**config.mk**
```make
export PLATFORM = sky130hd
export DESIGN_NAME = div_calc_ctrl
export DESIGN_NICKNAME = d
export VERILOG_FILES = /design/src/rtl/div_calc_pkg.sv /design/src/rtl/div_seq_core.sv /design/src/rtl/div_calc_ctrl.sv
export SDC_FILE = /design/constraint.sdc
export NUM_CORES = 1
export LEC_CHECK = 0
export ABC_AREA = 1
export CAP_MARGIN = 0
export CORE_ASPECT_RATIO = 0.75
export CORE_UTILIZATION = 35
export DETAILED_ROUTE_END_ITERATION = 7
export MAX_ROUTING_LAYER = met4
export PLACE_DENSITY = 0.62
export SLEW_MARGIN = 20
export SYNTH_ARGS = -nofsm -noshare
export SYNTH_HDL_FRONTEND = slang
export SYNTH_HIERARCHICAL = 1
export SYNTH_SLANG_ARGS = --single-unit
```
**constraint.sdc**
```tcl
create_clock -name clk -period 2.1 [get_ports clk]
set_input_delay 0.21 -clock clk [delete_from_list [all_inputs] [get_ports clk]]
set_output_delay 0.21 -clock clk [all_outputs]
set_load 0.05 [all_outputs]
```
**src/rtl/div_calc_pkg.sv**
```systemverilog
// div_calc_pkg: state encodings and display constants shared by the divider controller
package div_calc_pkg;
  localparam int ST_W = 3;
  localparam logic [ST_W-1:0] ST_LOAD_NUM = 3'd0;
  localparam logic [ST_W-1:0] ST_LOAD_DEN = 3'd1;
  localparam logic [ST_W-1:0] ST_DIVIDE   = 3'd2;
  localparam logic [ST_W-1:0] ST_SHOW_QUO = 3'd3;
  localparam logic [ST_W-1:0] ST_SHOW_REM = 3'd4;
  localparam logic [ST_W-1:0] ST_ERR      = 3'd5;
  localparam logic [15:0] ERR_LEDS = 16'hFFFF;
endpackage

```
**src/rtl/div_seq_core.sv**
```systemverilog
// div_seq_core: restoring divider, one quotient bit per cycle MSB first, done on the WIDTH-th step
module div_seq_core #(
  parameter int WIDTH = 4
) (
  input  logic             clk,
  input  logic             reset,
  input  logic             start,
  input  logic [WIDTH-1:0] dividend,
  input  logic [WIDTH-1:0] divisor,
  output logic [WIDTH-1:0] quotient,
  output logic [WIDTH-1:0] remainder,
  output logic             done
);
  localparam int CW = $clog2(WIDTH);
  logic [WIDTH:0]   r_pr, w_sh, w_pr_n;
  logic [WIDTH-1:0] r_q, w_q_n;
  logic [CW-1:0]    r_cnt;
  logic             r_run, w_ge;
  always_comb begin
    w_sh   = {r_pr[WIDTH-1:0], r_q[WIDTH-1]};
    w_ge   = r_pr[WIDTH] | (w_sh >= {1'b0, divisor});
    w_pr_n = w_ge ? w_sh - {1'b0, divisor} : w_sh;
    w_q_n  = {r_q[WIDTH-2:0], w_ge};
  end
  // results are the values being produced by the current step, valid while done is high
  assign quotient  = w_q_n;
  assign remainder = w_pr_n[WIDTH-1:0];
  assign done      = r_run && (r_cnt == CW'(WIDTH-1));
  always_ff @(posedge clk or negedge reset) begin
    if (!reset) begin
      r_pr  <= '0;
      r_q   <= '0;
      r_cnt <= '0;
      r_run <= 1'b0;
    end else if (start) begin
      r_pr  <= '0;
      r_q   <= dividend;
      r_cnt <= '0;
      r_run <= 1'b1;
    end else if (r_run) begin
      r_pr  <= w_pr_n;
      r_q   <= w_q_n;
      r_cnt <= r_cnt + CW'(1);
      r_run <= !done;
    end
  end
endmodule

```
**src/rtl/div_calc_ctrl.sv**
```systemverilog
// div_calc_ctrl: button-driven numerator/denominator entry and sequential division display
// DIVCALC_SAT_EN: when defined, operand editing saturates instead of wrapping
module div_calc_ctrl
  import div_calc_pkg::*;
#(
  parameter int WIDTH = 4
) (
  input  logic             clk,
  input  logic             reset,
  input  logic             btn_next,
  input  logic             btn_up,
  input  logic             btn_down,
  output logic [WIDTH-1:0] leds,
  output logic [ST_W-1:0]  state_o,
  output logic             busy,
  output logic             div_zero
);
  logic [ST_W-1:0]  r_state, w_state_n;
  logic [WIDTH-1:0] r_num, r_den, r_quo, r_rem, r_leds;
  logic [WIDTH-1:0] w_num_n, w_den_n, w_quo_n, w_rem_n, w_leds_n, w_src, w_edit;
  logic [WIDTH-1:0] w_core_q, w_core_r;
  logic             r_busy, r_div_zero, w_up, w_dn, w_start, w_done;
  div_seq_core #(.WIDTH(WIDTH)) u_core (
    .clk       (clk),
    .reset     (reset),
    .start     (w_start),
    .dividend  (r_num),
    .divisor   (r_den),
    .quotient  (w_core_q),
    .remainder (w_core_r),
    .done      (w_done)
  );
  always_comb begin
    w_up  = btn_up & ~btn_down;
    w_dn  = btn_down & ~btn_up;
    w_src = (r_state == ST_LOAD_DEN) ? r_den : r_num;
`ifdef DIVCALC_SAT_EN
    w_edit = (w_up && !(&w_src)) ? w_src + WIDTH'(1) : (w_dn && |w_src) ? w_src - WIDTH'(1) : w_src;
`else
    w_edit = w_up ? w_src + WIDTH'(1) : w_dn ? w_src - WIDTH'(1) : w_src;
`endif
    w_num_n = (r_state == ST_LOAD_NUM && !btn_next) ? w_edit : r_num;
    w_den_n = (r_state == ST_LOAD_DEN && !btn_next) ? w_edit : r_den;
    w_start = (r_state == ST_LOAD_DEN) && btn_next && |r_den;
    w_quo_n = (r_state == ST_DIVIDE && w_done) ? w_core_q : r_quo;
    w_rem_n = (r_state == ST_DIVIDE && w_done) ? w_core_r : r_rem;
    case (r_state)
      ST_LOAD_NUM: w_state_n = btn_next ? ST_LOAD_DEN : ST_LOAD_NUM;
      ST_LOAD_DEN: w_state_n = btn_next ? (|r_den ? ST_DIVIDE : ST_ERR) : ST_LOAD_DEN;
      ST_DIVIDE:   w_state_n = w_done ? ST_SHOW_QUO : ST_DIVIDE;
      ST_SHOW_QUO: w_state_n = btn_next ? ST_SHOW_REM : ST_SHOW_QUO;
      ST_SHOW_REM: w_state_n = btn_next ? ST_LOAD_NUM : ST_SHOW_REM;
      ST_ERR:      w_state_n = btn_next ? ST_LOAD_DEN : ST_ERR;
      default:     w_state_n = ST_LOAD_NUM;
    endcase
    // the display follows the state being entered; DIVIDE keeps showing the denominator
    w_leds_n = (w_state_n == ST_LOAD_NUM) ? w_num_n :
               (w_state_n == ST_LOAD_DEN) ? w_den_n :
               (w_state_n == ST_SHOW_QUO) ? w_quo_n :
               (w_state_n == ST_SHOW_REM) ? w_rem_n :
               (w_state_n == ST_ERR)      ? ERR_LEDS[WIDTH-1:0] : r_leds;
  end
  always_ff @(posedge clk or negedge reset) begin
    if (!reset) begin
      r_state    <= ST_LOAD_NUM;
      r_num      <= '0;
      r_den      <= '0;
      r_quo      <= '0;
      r_rem      <= '0;
      r_leds     <= '0;
      r_busy     <= 1'b0;
      r_div_zero <= 1'b0;
    end else begin
      r_state    <= w_state_n;
      r_num      <= w_num_n;
      r_den      <= w_den_n;
      r_quo      <= w_quo_n;
      r_rem      <= w_rem_n;
      r_leds     <= w_leds_n;
      r_busy     <= (w_state_n == ST_DIVIDE);
      r_div_zero <= (w_state_n == ST_ERR);
    end
  end
  assign leds     = r_leds;
  assign state_o  = r_state;
  assign busy     = r_busy;
  assign div_zero = r_div_zero;
endmodule

```
==> results_dict.tcl, run 1 <==
set metrics [dict create \
    drive_gt1_frac 0.2514 \
    grt_pass1_wl_mm 9.273 \
    post-route-period-util 0.9525 \
    coreArea_um2 6444 \
    drtIter0Drc 175 \
    synthesis.nets 335 \
    num_rows 25 \
    tightest_slew_ps 552.6 \
    hpwl_mm 4.432 \
    cp_cell_sequence "inv_2 -> ha_4 -> a21oi_1 -> nand2_1 -> nand2_4 -> nand2_1 -> a31oi_2 -> o21ai_2 -> nand4_1 -> nand2_1 -> nor2_1 -> nand2_1 -> a21oi_1" \
    syn-cell-area_um2 2387 \
    critPathSlowestCell "dfrtp_1" \
    synth_ff_type "dfrtp_1" \
    grtUsageTotal 0.1714 \
    clkLatencyLatePin_ps 300 \
    grt.overflow.total 0 \
    clock_path_buffers 2 \
    dr.pass1.iters 4 \
    clkTransAtPathRegs_ps 80 \
    synth.area.top_cells "dfrtp_1 39%, nand2_1 16%, inv_1 7.4%" \
    routabilityCongestion 0.9428 \
    outcome "completed" \
    fmax_mhz 499.9 \
    synth_edf_count 0 \
    antenna_found_initial 0 \
    skew_ps 14.27 \
    end_kind "flip-flop" \
    ioPinCount 14 \
    maxSlewViolCount 0 \
    cp_common_cell "nand2_1" \
    synth_cell_types 34 \
    hold_violations 0 \
    min_path_type "in2async" \
    avgSynthCellArea_um2 7.414 \
    ys_ff_latch 37 \
    async_flop_share 1.000 \
    htree_levels 2 \
    synth_top_area_frac 0.3878 \
    nFillCells 616 \
    worstPathArrival_ps 2220 \
    vias 2162 \
    synth_area_leader_cell "dfrtp_1" \
    setup_viol 0 \
    startpoint_type "flip-flop" \
    yosysWarnings 6 \
    crit_fanout 5 \
    remaining_drc_errors 0 \
    dieArea_um2 7159 \
    grt_max_degree 24 \
    period_minus_slack_ps 2000 \
    grt_pass1_vias 1783 \
    num_antenna_cells 0 \
    root_buffer "clkbuf_8" \
    cp.required_ps 2320 \
    die_w_um 97.37 \
    final_util 0.4643 \
    antenna_left 0 \
    cts_tree "done" \
    cts.sinks 37 \
    maxCapViolCount 0 \
    io_buffers 13 \
    synth_most_common_cell "nand2_1" \
    synth_common_cells "100 x nand2_1, 47 x inv_1, 37 x dfrtp_1" \
    slew-limit-headroom 0.6316 \
    viasPerCell 4.794 \
    nets 382 \
    yosysSeqAreaShare 0.3878 \
    cts_inserted_buffers 5 \
    crit_path_max_incr_delay_ps 400 \
    area_growth_syn_to_layout_pct 25.31 \
    die_h_um 73.53 \
    path_class "reg2reg" \
    start_util 0.3705 \
    routed_wl_mm 5.904 \
    grt_setup_unrepaired "yes" \
    syn_inst 322 \
    post_drt_wl_per_cell_um 13.09 \
]
[critical path: cells and delay by family, from the launching register on]
family          cells  cell delay [ps]
simple gates        7              680
compound gates      4              530
flops               1              400
fa+ha+maj           1              220
buf+inv             1               90
[metal layers]
metal / GRT usage / share of wire / vias up / wire [µm]
li1: - / - / 1089 / -
met1: 0.2648 / 0.53 / 1008 / 3116
met2: 0.2246 / 0.41 / 58 / 2401
met3: 0.03616 / 0.058 / 7 / 341
met4: 0.03431 / 0.0075 / 0 / 44
met5: - / 0 / - / 0
[flip-flops by register name, indices dropped and copies added, names as in the netlist]
| signal | cells |
|---|---|
| u_core/r_pr | 5 |
| leds | 4 |
| r_den | 4 |
| r_num | 4 |
| r_quo | 4 |
| r_rem | 4 |
| u_core/r_q | 4 |
| state_o | 3 |
| u_core/r_cnt | 2 |
| busy | 1 |
| div_zero | 1 |
| u_core/r_run | 1 |
[layout make-up]
cell class,count,area [µm²],area share
multi-input cells,226,1287,0.4304
flip-flops and latches,37,932.1,0.3116
repair buffers,45,380.4,0.1271
inverters,54,207.7,0.06943
well taps,81,101.3,0.03388
clock buffers,6,72.57,0.02426
clock inverters,2,10.01,0.003346
[timing repair]
action / CTS / global route
buffers inserted: 3 / 16
endpoints found under the hold margin: 22 / 0
gates resized for setup: 3 / 21
pin swaps: 0 / 11
hold buffers: 1 / 0
setup endpoints to repair: 2 / 4
[cells by family after synthesis]
kind of cell	synth area share
fa+ha+maj	0.04507
simple gates	0.3753
xor+xnor	0.01048
buf+inv	0.1033
flops	0.3878
compound gates	0.07810
[layout by cell type, fill, tap and decap left out, types with 4 or more instances in the layout]
cell | netlist | routed
nand2_1 | 100 | 97
ha_1 | 7 | 4
clkdlybuf4s50_1 | 0 | 12
nand2_2 | 5 | 7
nand3_1 | 28 | 28
nor2_4 | 3 | 4
o21ai_0 | 9 | 6
clkbuf_8 | 0 | 5
inv_2 | 6 | 9
nor2_1 | 25 | 24
dfrtp_1 | 37 | 32
buf_4 | 4 | 30
nand2_4 | 4 | 5
nor2_2 | 5 | 5
a21oi_1 | 6 | 6
dfrtp_2 | 0 | 5
inv_1 | 47 | 43
o21ai_1 | 5 | 6
[stage by stage]
step                worst slack [ps]  setup TNS, ps  hold slack [ps]  instance area [µm²]  std cells
floorplan                      38.31              0           -85.59                 2391        322
global placement              -70.02         -94.88            232.1                 2666        423
detailed placement            -38.23         -51.55            232.1                 2666        423
CTS                          -0.3830        -0.3830            447.2                 2799        435
global route                  -45.85         -68.61            476.1                 2992        451
finish                         99.80              0            427.0                 2992        451
[final timing paths]
check                                 from  slack, ps  depth (start not counted)         endpoint
hold reg to reg            u_core/r_cnt[0]        480                          1  u_core/r_cnt[0]
setup reg to reg                  r_den[2]        100                         13          leds[3]
max in group asynchronous            reset       1010                          3   u_core/r_pr[0]
setup / recovery                  r_den[2]        100                         13          leds[3]
min in group clk           u_core/r_cnt[0]        480                          1  u_core/r_cnt[0]
hold / removal                       reset        430                          2         div_zero
Power of run 1 is not shown: default switching activity piles up to over one toggle a cycle in this logic, so the estimate is an artifact.
==> run 2, diff against run 1 <==
GPL_TIMING_DRIVEN = 0   (was default)
SLEW_MARGIN = default   (was 20)
==> run 2 against run 1 <==
- sequential cell count unchanged
- die area stayed put
- worst setup slack worse by 82 ps
- worst hold slack worse by 410 ps
- wire length increased by 1.1%
- sequential share of layout area shrank 0.68 points
- clock skew down 6.9 ps
- clock-buffer cell count unchanged
- first-iteration DRC count fell by 36%
- cell area rose by 2.1%
- critical endpoint is now leds[2]
==> results_dict.tcl, run 2 (synthesized netlist as in run 1, its figures left out) <==
set metrics [dict create \
    die_h_um 73.53 \
    multi_input_area_um2 1336 \
    post-route-period-util 0.9915 \
    worstPathArrival_ps 2300 \
    path_delay_family "simple AND/OR/NAND/NOR gates" \
    largest-register "u_core/r_pr" \
    grt_pass1_vias 1881 \
    routabilityCongestion 0.8547 \
    dieArea_um2 7159 \
    grt.overflow.total 0 \
    clock_path_buffers 2 \
    antenna_left 0 \
    cts_tree "done" \
    grt_setup_unrepaired "yes" \
    routed_wl_mm 5.967 \
    viasPerCell 4.687 \
    maxCapViolCount 0 \
    fmax_mhz 480.3 \
    grt_max_degree 38 \
    crit_fanout 8 \
    tns_ps 0 \
    num_rows 25 \
    hold_buffers 0 \
    hpwl_mm 4.134 \
    vias 2109 \
    seq_area_um2 930.9 \
    layout_common_cells "95 x nand2_1, 46 x inv_1, 33 x dfrtp_1, 28 x nand3_1, 27 x buf_4" \
    nFillCells 621 \
    end_kind "flip-flop" \
    rrSetupSlack_ps 20 \
    r2r_end "leds[2]" \
    critical_path_buf_inv_count 4 \
    num_antenna_cells 0 \
    slew-limit-headroom 0.4421 \
    critPathSlowestCell "dfrtp_2" \
    cts_inserted_buffers 5 \
    root_buffer "clkbuf_8" \
    min_path_type "in2async" \
    largest_reg_flops 5 \
    antenna_found_initial 0 \
    htree_levels 2 \
    startpoint_type "flip-flop" \
    whs_ps 16.01 \
    grt_pass1_wl_mm 9.397 \
    skew_ps 7.393 \
    nets 381 \
    die_w_um 97.37 \
    path_class "reg2reg" \
    clkLatencyLatePin_ps 290 \
    timing.critical_path.from "state_o[1]" \
    crit_path_max_incr_delay_ps 430 \
    start_util 0.3705 \
    coreArea_um2 6444 \
    tightest_slew_ps 836.9 \
    ioPinCount 14 \
    hold_violations 0 \
    remaining_drc_errors 0 \
    grtUsageTotal 0.1736 \
    cts.sinks 37 \
    drive_gt1_frac 0.2656 \
    period_minus_slack_ps 2082 \
    reg2reg_from "state_o[1]" \
    r2r_cells 16 \
    cp_cell_sequence "clkinv_4 -> nand3_4 -> buf_4 -> nand2_2 -> nand2_4 -> ha_1 -> inv_1 -> o21ai_2 -> inv_1 -> nand2_1 -> nand2_2 -> o21ai_2 -> nor2_1 -> nor2_1 -> nand2_1 -> a21oi_2" \
    setup_viol 0 \
    mostFrequentLayoutCell "nand2_1" \
    io_buffers 13 \
    cp.required_ps 2320 \
    drtIter0Drc 112 \
    maxSlewViolCount 0 \
    post_drt_wl_per_cell_um 13.26 \
    clkTransAtPathRegs_ps 80 \
    dr.pass1.iters 4 \
    area_growth_syn_to_layout_pct 27.94 \
    outcome "completed" \
]
[run 2: cell types whose count changed in the layout (fill, tap and decap cells not counted), moves of 3 or more]
cell	before	now
inv_2	9	5
o21ai_1	6	2
o21ai_2	2	6
buf_4	30	27
inv_1	43	46
nor2_2	5	8
[run 2: stage by stage]
stage | util | instance area, µm² | setup slack (ps) | std cells
6_report | 0.4740 | 3054 | 17.95 | 450
5_1_grt | 0.4740 | 3054 | -115.1 | 450
4_1_cts | 0.4348 | 2801 | 5.811 | 430
3_5_place_dp | 0.4062 | 2618 | -197.2 | 416
3_3_place_gp | 0.4070 | 2623 | -234.2 | 416
2_1_floorplan | - | 2391 | 38.31 | 322
[run 2: worst register-to-register path, cell delays in order (launching register included)]
cell and delay, ps:
dfrtp_2 430, clkinv_4 110, nand3_4 140, buf_4 130
nand2_2 50, nand2_4 80, ha_1 140, inv_1 60
o21ai_2 150, inv_1 60, nand2_1 70, nand2_2 70
o21ai_2 150, nor2_1 60, nor2_1 110, nand2_1 70
a21oi_2 130
[run 2: metal layers]
| metal | up-vias | track usage | routed length (µm) |
|---|---|---|---|
| met4 | 0 | 0.02941 | 29 |
| met1 | 973 | 0.2562 | 3037 |
| met2 | 39 | 0.2378 | 2630 |
| li1 | 1092 | - | - |
| met3 | 5 | 0.04662 | 269 |
| met5 | - | - | 0 |
[run 2: layout make-up]
type	count	share of cell area
buffer	5	0.01352
clock buffer	6	0.02376
clock inverter	2	0.003277
inverter	54	0.06964
multi-input combinational	226	0.4375
sequential	37	0.3048
tap	81	0.03318
timing repair buffer	39	0.1143
[run 2: what timing repair did]
action,4_1_cts,5_1_grt
endpoints found under the setup margin,4,4
setup buffers,6,20
gates resized for setup,8,26
gates cloned,0,0
pin swaps,1,21
[run 2: worst max-delay path by stage]
stage	endpoint	slack, ps	cells after the start
2_1_floorplan	leds[1]	40	14
5_1_grt	leds[2]	-120	16
6_report	leds[2]	20	16
3_5_place_dp	leds[3]	-200	13
4_1_cts	leds[2]	6	16
3_3_place_gp	leds[3]	-230	13
Power of run 2 is left out for the same reason.
